## src/rtl/keypad_pkg.sv

```systemverilog
// Shared types, constants and small helpers for the 4x4 keypad scanner.
// The column/row encodings here also match the multiplexed display driver.
package keypad_pkg;

    typedef enum logic [1:0] {
        SCAN,
        DEBOUNCE,
        HELD
    } scanState_e;

    localparam logic [3:0] COL_RESET = 4'b1110;
    localparam logic [3:0] ROWS_IDLE = 4'b1111;

    localparam logic [3:0] KEY_0 = 4'd0;
    localparam logic [3:0] KEY_1 = 4'd1;
    localparam logic [3:0] KEY_2 = 4'd2;
    localparam logic [3:0] KEY_3 = 4'd3;
    localparam logic [3:0] KEY_4 = 4'd4;
    localparam logic [3:0] KEY_5 = 4'd5;
    localparam logic [3:0] KEY_6 = 4'd6;
    localparam logic [3:0] KEY_7 = 4'd7;
    localparam logic [3:0] KEY_8 = 4'd8;
    localparam logic [3:0] KEY_9 = 4'd9;
    localparam logic [3:0] KEY_A = 4'd10;
    localparam logic [3:0] KEY_B = 4'd11;
    localparam logic [3:0] KEY_C = 4'd12;
    localparam logic [3:0] KEY_D = 4'd13;
    localparam logic [3:0] KEY_E = 4'd14;
    localparam logic [3:0] KEY_F = 4'd15;

    // Lowest-index active-low row wins when several rows are pulled down.
    function automatic logic [1:0] lowestLowRow(input logic [3:0] rows);
        logic [1:0] idx;
        if (!rows[0]) begin
            idx = 2'd0;
        end else if (!rows[1]) begin
            idx = 2'd1;
        end else if (!rows[2]) begin
            idx = 2'd2;
        end else begin
            idx = 2'd3;
        end
        return idx;
    endfunction

    function automatic logic [1:0] colIndex(input logic [3:0] col);
        logic [1:0] idx;
        if (!col[0]) begin
            idx = 2'd0;
        end else if (!col[1]) begin
            idx = 2'd1;
        end else if (!col[2]) begin
            idx = 2'd2;
        end else begin
            idx = 2'd3;
        end
        return idx;
    endfunction

    function automatic logic [3:0] rotateCol(input logic [3:0] col);
        return {col[2:0], col[3]};
    endfunction

    function automatic logic [3:0] satInc4(input logic [3:0] value);
        return (value == 4'hF) ? value : value + 4'd1;
    endfunction

endpackage

```

## src/rtl/scan_tick_gen.sv

```systemverilog
// Slot divider: counts 0..DIV-1 and flags the last cycle of each slot.
// Shared by the keypad scanner and the segment display driver.
module scan_tick_gen #(
    parameter int DIV = 12500
) (
    input  logic CLK,
    input  logic RST,
    output logic tick
);

    localparam int CW = (DIV > 2) ? $clog2(DIV) : 1;
    localparam logic [CW-1:0] LAST = CW'(DIV - 1);

    logic [CW-1:0] count;

    always_ff @(posedge CLK) begin
        if (RST) begin
            count <= '0;
        end else if (count == LAST) begin
            count <= '0;
        end else begin
            count <= count + CW'(1);
        end
    end

    assign tick = (count == LAST);

endmodule

```

## src/rtl/keypad_scanner.sv

```systemverilog
// 4x4 matrix keypad scanner with debounce, one valid strobe per press and a held level.
// Define KEYPAD_REPEAT_EN to add auto-repeat strobes while a key stays pressed.
module keypad_scanner
    import keypad_pkg::*;
#(
    parameter int SCAN_DIV       = 12500,
    parameter int DEBOUNCE_SCANS = 4
`ifdef KEYPAD_REPEAT_EN
    ,
    parameter int REPEAT_DELAY   = 250,
    parameter int REPEAT_PERIOD  = 50
`endif
) (
    input  logic       CLK,
    input  logic       RST,
    input  logic [3:0] keyRow,
    output logic [3:0] keyCol,
    output logic [3:0] keyCode,
    output logic       keyValid,
    output logic       keyHeld
);

    localparam logic [3:0] DEB_TARGET = 4'(DEBOUNCE_SCANS);
`ifdef KEYPAD_REPEAT_EN
    localparam logic [15:0] REP_DELAY  = 16'(REPEAT_DELAY);
    localparam logic [15:0] REP_PERIOD = 16'(REPEAT_PERIOD);
`endif

    logic       tick;
    logic [3:0] syncA;
    logic [3:0] rs;

    scanState_e state;
    logic [1:0] candRow;
    logic [1:0] candCol;
    logic [3:0] debCnt;
    logic [3:0] relCnt;
`ifdef KEYPAD_REPEAT_EN
    logic [15:0] repCnt;
`endif

    logic       rowHit;
    logic [1:0] hitRow;
    logic       candPressed;

    scan_tick_gen #(
        .DIV(SCAN_DIV)
    ) u_tick (
        .CLK (CLK),
        .RST (RST),
        .tick(tick)
    );

    // Rows are driven by switches with no relation to CLK.
    always_ff @(posedge CLK) begin
        if (RST) begin
            syncA <= ROWS_IDLE;
            rs    <= ROWS_IDLE;
        end else begin
            syncA <= keyRow;
            rs    <= syncA;
        end
    end

    assign rowHit      = (rs != ROWS_IDLE);
    assign hitRow      = lowestLowRow(rs);
    assign candPressed = ~rs[candRow];

    // All decisions happen on tick so the rows have settled for a full slot.
    always_ff @(posedge CLK) begin
        if (RST) begin
            state    <= SCAN;
            keyCol   <= COL_RESET;
            keyCode  <= '0;
            keyValid <= 1'b0;
            keyHeld  <= 1'b0;
            candRow  <= '0;
            candCol  <= '0;
            debCnt   <= '0;
            relCnt   <= '0;
`ifdef KEYPAD_REPEAT_EN
            repCnt   <= '0;
`endif
        end else begin
            keyValid <= 1'b0;
            if (tick) begin
                unique case (state)
                    SCAN: begin
                        if (!rowHit) begin
                            keyCol <= rotateCol(keyCol);
                        end else begin
                            candRow <= hitRow;
                            candCol <= colIndex(keyCol);
                            if (DEB_TARGET <= 4'd1) begin
                                keyCode  <= {hitRow, colIndex(keyCol)};
                                keyValid <= 1'b1;
                                keyHeld  <= 1'b1;
                                debCnt   <= '0;
                                relCnt   <= '0;
                                state    <= HELD;
`ifdef KEYPAD_REPEAT_EN
                                repCnt   <= REP_DELAY;
`endif
                            end else begin
                                debCnt <= 4'd1;
                                state  <= DEBOUNCE;
                            end
                        end
                    end

                    DEBOUNCE: begin
                        if (candPressed) begin
                            if (satInc4(debCnt) >= DEB_TARGET) begin
                                keyCode  <= {candRow, candCol};
                                keyValid <= 1'b1;
                                keyHeld  <= 1'b1;
                                debCnt   <= '0;
                                relCnt   <= '0;
                                state    <= HELD;
`ifdef KEYPAD_REPEAT_EN
                                repCnt   <= REP_DELAY;
`endif
                            end else begin
                                debCnt <= satInc4(debCnt);
                            end
                        end else begin
                            debCnt <= '0;
                            keyCol <= rotateCol(keyCol);
                            state  <= SCAN;
                        end
                    end

                    HELD: begin
                        // Other keys cannot be seen here: the column stays on the held key.
                        if (!candPressed) begin
                            if (satInc4(relCnt) >= DEB_TARGET) begin
                                keyHeld <= 1'b0;
                                relCnt  <= '0;
                                keyCol  <= rotateCol(keyCol);
                                state   <= SCAN;
                            end else begin
                                relCnt <= satInc4(relCnt);
                            end
                        end else begin
                            relCnt <= '0;
                        end
`ifdef KEYPAD_REPEAT_EN
                        // A tick with the row released never repeats, so a release in progress is silent.
                        if (repCnt <= 16'd1) begin
                            repCnt <= REP_PERIOD;
                            if (candPressed) begin
                                keyValid <= 1'b1;
                            end
                        end else begin
                            repCnt <= repCnt - 16'd1;
                        end
`endif
                    end

                    default: begin
                        state <= SCAN;
                    end
                endcase
            end
        end
    end

endmodule

```

## config.mk

```make
export PLATFORM = sky130hd
export DESIGN_NAME = keypad_scanner
export DESIGN_NICKNAME = d
export VERILOG_FILES = /design/src/rtl/keypad_pkg.sv /design/src/rtl/scan_tick_gen.sv /design/src/rtl/keypad_scanner.sv
export SDC_FILE = /design/constraint.sdc
export NUM_CORES = 1
export LEC_CHECK = 0
export CORE_MARGIN = 2
export CORE_UTILIZATION = 30
export CTS_CLUSTER_DIAMETER = 120
export CTS_CLUSTER_SIZE = 12
export DETAILED_ROUTE_END_ITERATION = 12
export HOLD_SLACK_MARGIN = 0.12
export PLACE_DENSITY = 0.55
export SETUP_SLACK_MARGIN = 0.3
export SYNTH_ARGS = -nofsm -noshare
export SYNTH_HDL_FRONTEND = slang
export SYNTH_HIERARCHICAL = 1
export SYNTH_SLANG_ARGS = --single-unit
```

## constraint.sdc

```tcl
create_clock -name CLK -period 2.1 [get_ports CLK]
set_input_delay 0.42 -clock CLK [delete_from_list [all_inputs] [get_ports CLK]]
set_output_delay 0.42 -clock CLK [all_outputs]
set_load 0.02 [all_outputs]
```

==> Yosys cells after proc, flatten, opt, wreduce, memory -nomap -nowiden <==
Cells that the tools add are included.
{ "word_totals": {"ff_bits": 46, "latchBits": 0, "ramBits": 0, "romBits": 0, "input_bits": 6, "out_inout_bits": 10, "word_cells": 84, "n_memories": 0} }
{ "op_classes": {"n_addsub": 3, "mul": 0, "div": 0, "order_cmp": 3, "eq_ne": 14, "shifts": 0, "n_mux": 36, "bitwise_logic": 3, "n_reduce_logical": 13} }
{ "op_table": {"columns": ["op", "count"], "rows": [
  ["4-bit two-way mux", 13],
  ["2-bit two-way mux", 9],
  ["4-bit case mux with 2 select lines", 2],
  ["14-bit by 1-bit adder with 14-bit output (second input constant)", 1],
  ["14-bit == test (second input constant)", 1],
  ["2-bit inequality test (second input constant)", 7],
  ["4-bit case mux with 3 select lines", 1],
  ["6-bit AND reduction", 2],
  ["4-bit by 1-bit adder with 4-bit output (second input constant)", 2],
  ["4-bit == test (second input constant)", 2],
  ["4-bit by 3-bit >= comparator with 1-bit output (second input constant)", 2],
  ["1-bit two-way mux", 8],
  ["4-bit AND reduction", 2],
  ["2-bit case mux with 3 select lines", 1],
  ["3-bit AND reduction", 2],
  ["5-bit AND reduction", 1],
  ["4-bit inequality test (second input constant)", 1],
  ["2-bit nonzero test", 2],
  ["4-bit OR reduction", 1],
  ["2-bit by 3-bit less-than comparator with 1-bit output (second input constant)", 1],
  ["3-bit inequality test (second input constant)", 1],
  ["1-bit NOT", 3],
  ["3-bit nonzero test", 1],
  ["1-bit binary-select mux with 2-bit select", 1],
  ["5 further kinds", 5]
]} }

==> Depth between registers and ports, before layout <==
{ "logic_depth": {"depth_word": 6, "depth_mapped": 9, "depth_no_buf": 8} }

==> Hierarchy <==
The synthesis kept the hierarchy.
{ "modules_own_cells": {"columns": ["mod", "instances", "cells_per_inst", "area_each_um2", "seq_area_each_um2"], "rows": [
  ["keypad_scanner", 1, 130, 1268.7, 640.6],
  ["scan_tick_gen", 1, 72, 630.6, 280.3]
]} }

==> Least setup slack after synthesis <==
OpenSTA, ideal clock, no wires.
{ "synth_timing": {"kind": "register -> register", "startpoint": "register u_tick.count[10]", "endpoint": "register keyCol[0]", "setup_time_ns": 0.072, "arrival_ns": 2.168, "required_time_ns": 2.028, "setup_slack_ns": -0.140, "stages_incl_launch_ff": 9, "n_path_buf": 1, "period_less_slack_ns": 2.240, "cell_sequence": "dfxtp_1 -> or4_1 -> nor4_2 -> buf_4 -> nor2b_1 -> nor3b_1 -> a31oi_1 -> o21ai_1 -> mux2i_1"} }
{ "synth_via": {"elab_chain_cells": 2} }
{ "synth_lines": {"columns": ["element", "line", "source"], "rows": [
  ["from (decl)", "scan_tick_gen.sv:14", "logic [CW-1:0] count;"],
  ["from (signal assigned)", "scan_tick_gen.sv:22", "count <= count + CW'(1);"],
  ["14-bit == test", "scan_tick_gen.sv:26", "assign tick = (count == LAST);"],
  ["named net tick", "keypad_scanner.sv:29", "logic tick;"],
  ["6-bit AND reduction (no line)", null, null],
  ["to (signal assigned)", "keypad_scanner.sv:90", "keyCol <= rotateCol(keyCol);"],
  ["to (signal assigned)", "keypad_scanner.sv:128", "keyCol <= rotateCol(keyCol);"],
  ["to (signal assigned)", "keypad_scanner.sv:139", "keyCol <= rotateCol(keyCol);"],
  ["to (decl)", "keypad_scanner.sv:17", "output logic [3:0] keyCol,"]
]} }
The timed path passes the listed nets, and every way through them passes these cells.
A chain may end at the register's enable or synchronous reset.

==> Worst setup path after layout <==
{ "layout_timing": {"startpoint": "register u_tick.count[2]", "endpoint": "register relCnt[0]"} }
{ "layout_via": {"elab_chain_cells": 2} }
{ "layout_lines": {"columns": ["element", "line", "source"], "rows": [
  ["14-bit == test", "scan_tick_gen.sv:26", null],
  ["named net tick", "keypad_scanner.sv:29", null],
  ["4-bit AND reduction (no line)", null, null],
  ["to (signal assigned)", "keypad_scanner.sv:142", "relCnt <= satInc4(relCnt);"],
  ["to (decl)", "keypad_scanner.sv:37", "logic [3:0] relCnt;"]
]} }
The timed path passes the listed nets, and every way through them passes these cells.

==> results.py <==
metrics = {
    "setup_path": {
        "critPathMaxStageDelay_ns": 0.52,
        "worstPathBufferInverterCount": 3,
        "path_delay_family": "simple AND/OR/NAND/NOR gates",
        "cp.required_ns": 2.29,
        "path_cells": "or4b_4, nor4_2, buf_4, buf_4, buf_6, o211ai_4, and3b_4, mux2_4",
        "start_kind": "flip-flop",
        "crit_path_frequent_cell": "buf_4",
        "worstSetupPathType": "reg -> reg",
        "crit_fanout": 5,
        "cp.depth": 8,
        "slowest_stage": "or4b_4",
        "worstSetupEndpointType": "flip-flop",
        "cp.arrival_ns": 2.26,
        "reg2regPathDepth": 8,
    },
    "floorplanning": {
        "dieWidth_um": 83.57,
        "pin_count": 16,
        "die_y_um": 83.57,
        "start_util_pct": 31.52,
        "core-area_sq_um": 6026,
        "rows": 28,
        "die_area_sq_um": 6984,
    },
    "timing": {
        "relSlewSlack_pct": 66.46,
        "fmax_ghz": 0.4840,
        "rsz0062_at_grt": "yes",
        "finalCritPeriodShare_pct": 98.39,
        "hold_slack_ns": 0.4131,
        "period_minus_slack_ns": 2.066,
        "slew_viol_final": 0,
        "skew_ns": 0.009061,
        "finalSetupViolations": 0,
        "worstMarginPinSlew_ns": 0.4979,
        "finalHoldViolations": 0,
        "setup_tns_ns": 0,
    },
    "clock_network": {
        "cts_root_buffer": "clkbuf_8",
        "cts_made_buffers": 5,
        "cts.sinks": 46,
        "cts_tree": "built",
        "clk_latency_ns": 0.29,
        "htree_num_levels": 2,
        "cts.clk_slew.worst_paths_ns": 0.09,
        "cts_max_path_buffers": 2,
    },
    "drt": {
        "wl_per_cell_um": 11.20,
        "dr.pass1.iters": 4,
        "drc": 0,
        "ant_nets": 0,
        "via_per_inst": 4.519,
        "dr.first_iter.drc_count": 74,
        "dr_total_vias": 1419,
        "wl_um": 3516,
    },
    "min_path": {
        "min_path_cells": 1,
        "hold_path.class": "reg -> reg",
    },
    "final_layout": {
        "final_nets": 248,
        "final_cell_mix": "dfxtp_1 (43), nor2_1 (36), buf_4 (18)",
        "utilization_pct": 39.83,
        "num_antenna_cells": 0,
        "layout-drive-gt1-share_pct": 22.18,
        "area_delta_synth_final_pct": 26.35,
        "final_common_cell": "dfxtp_1",
        "instances_no_fill": 314,
    },
    "placed_design": {
        "dp.cells": 300,
        "io_buffers": 15,
        "gp_congestion": 0.7789,
        "hpwlAfterDp_um": 2443,
    },
    "synth": {
        "yosysUniqueCellTypes": 40,
        "ys_ff_latch": 46,
        "synth-main-ff-cell": "dfxtp_1",
        "synth_edf_count": 0,
        "syn_nets": 212,
        "seq_area_frac_synth_pct": 48.48,
        "yosysWarnings": 6,
        "syn_area_sq_um": 1899,
        "avgSynthCellArea_sq_um": 9.403,
        "syn_inst": 202,
        "async_flop_share_pct": 0,
    },
    "pwr": {
        "powerDensity_nw_per_um2": 636.8,
        "max-vdd-ir-drop_mv": 0.3421,
        "cellLeakagePower_nw": 0.9191,
    },
    "flow_run": {
        "drv_cap": 0,
    },
    "global_route": {
        "grt_pass1_wl_um": 6423,
        "grt-ovfl-total": 0,
        "grt.total_usage_pct": 11.08,
        "grt_pass1_vias": 1363,
        "grt_max_degree": 23,
        "antenna_found_initial": 0,
    },
    "run_status": {
        "outcome": "finished, final reports clean",
    },
}
what timing repair did:
item,CTS,global route
resized for setup,4,3
hold buffers,0,0
pin swaps,2,6
buffers inserted,3,3
endpoints found under the setup margin,21,30
report_power, final:
group,switching [W],total [W],internal (W)
clock network,0.000292,0.000564,0.000272
registers,0.0000108,0.000896,0.000885
logic,0.0000342,0.0000680,0.0000338
total,0.000337,0.00153,0.00119
per-layer routing:
metal	vias to the layer above	global-route usage [%]	share of wire, %
met3	4	2.868	3.2
met5	-	0	0
li1	760	-	-
met2	20	16.07	41
met1	635	15.79	54
met4	0	3.959	1.7
per-stage QoR:
stage	instance area [sq um]	setup slack, ns	total power (W)
2_1_floorplan	1921	0.08717	0.0009573
3_3_place_gp	2235	0.07562	0.0009842
3_5_place_dp	2235	0.03923	0.0009847
4_1_cts	2367	0.03997	0.001556
5_1_grt	2400	-0.08372	0.001604
6_report	2400	0.03373	0.001528
state kept, by name, summed over array words and instances (netlist names):
name          flops
syncA             4
keyCode           4
candCol           2
u_tick/count     14
rs                4
state             2
keyHeld           1
debCnt            4
keyCol            4
relCnt            4
keyValid          1
candRow           2
layout make-up:
cell class,count,area (sq um)
Timing Repair Buffer,35,310.3
Multi-Input combinational cell,145,957.2
Tap cell,75,93.84
Fill cell,638,3626
Sequential cell,46,924.6
Clock buffer,7,86.33
Inverter,5,18.77
Clock inverter,1,8.758
kinds of logic after synthesis:
| kind of cell | Yosys count | synth area share (%) |
|---|---|---|
| and+or+nand+nor | 102 | 28.13 |
| DFF | 46 | 48.48 |
| xor gates and xnor gates | 12 | 5.534 |
| muxes | 10 | 6.192 |
| buffers and inverters | 11 | 2.833 |
| AOI/OAI and AO/OA | 17 | 6.192 |
| adders and majority gates | 4 | 2.635 |
synth_stat cells, types with 2 or more instances:
| master | instances | area (sq um) |
|---|---|---|
| xor2_1 | 2 | 17.52 |
| nand2b_1 | 5 | 31.28 |
| nor2_1 | 36 | 135.1 |
| o21ai_0 | 2 | 10.01 |
| clkbuf_1 | 3 | 11.26 |
| and2_2 | 2 | 15.01 |
| nor3_1 | 5 | 25.02 |
| mux2i_1 | 8 | 80.08 |
| nand3_1 | 11 | 55.05 |
| nor4_1 | 3 | 18.77 |
| and2_1 | 4 | 25.02 |
| xnor2_1 | 10 | 87.58 |
| a31oi_1 | 2 | 12.51 |
| nand2_1 | 12 | 45.04 |
| nand4_1 | 4 | 25.02 |
| or2_2 | 8 | 50.05 |
| inv_1 | 5 | 18.77 |
| a21oi_1 | 7 | 35.03 |
| nor2b_1 | 2 | 12.51 |
| and3_1 | 2 | 12.51 |
| ha_1 | 4 | 50.05 |
| a311oi_1 | 2 | 17.52 |
| dfxtp_1 | 46 | 920.9 |
worst paths after layout:
| path | start | endpoint | slack (ns) |
|---|---|---|---|
| setup / recovery | u_tick/count[2] | relCnt[0] | 0.03 |
| hold / removal | syncA[1] | rs[1] | 0.41 |
| setup reg to reg | u_tick/count[2] | relCnt[0] | 0.03 |
| hold reg to reg | syncA[1] | rs[1] | 0.41 |
worst reg2reg max path, cell delays in order, from the launching register on:
cell and delay, ns:
dfxtp_2 0.33, or4b_4 0.52, nor4_2 0.21, buf_4 0.17
buf_4 0.11, buf_6 0.09, o211ai_4 0.06, and3b_4 0.21
mux2_4 0.25
Note: power is estimated with default switching activity, not from simulation.
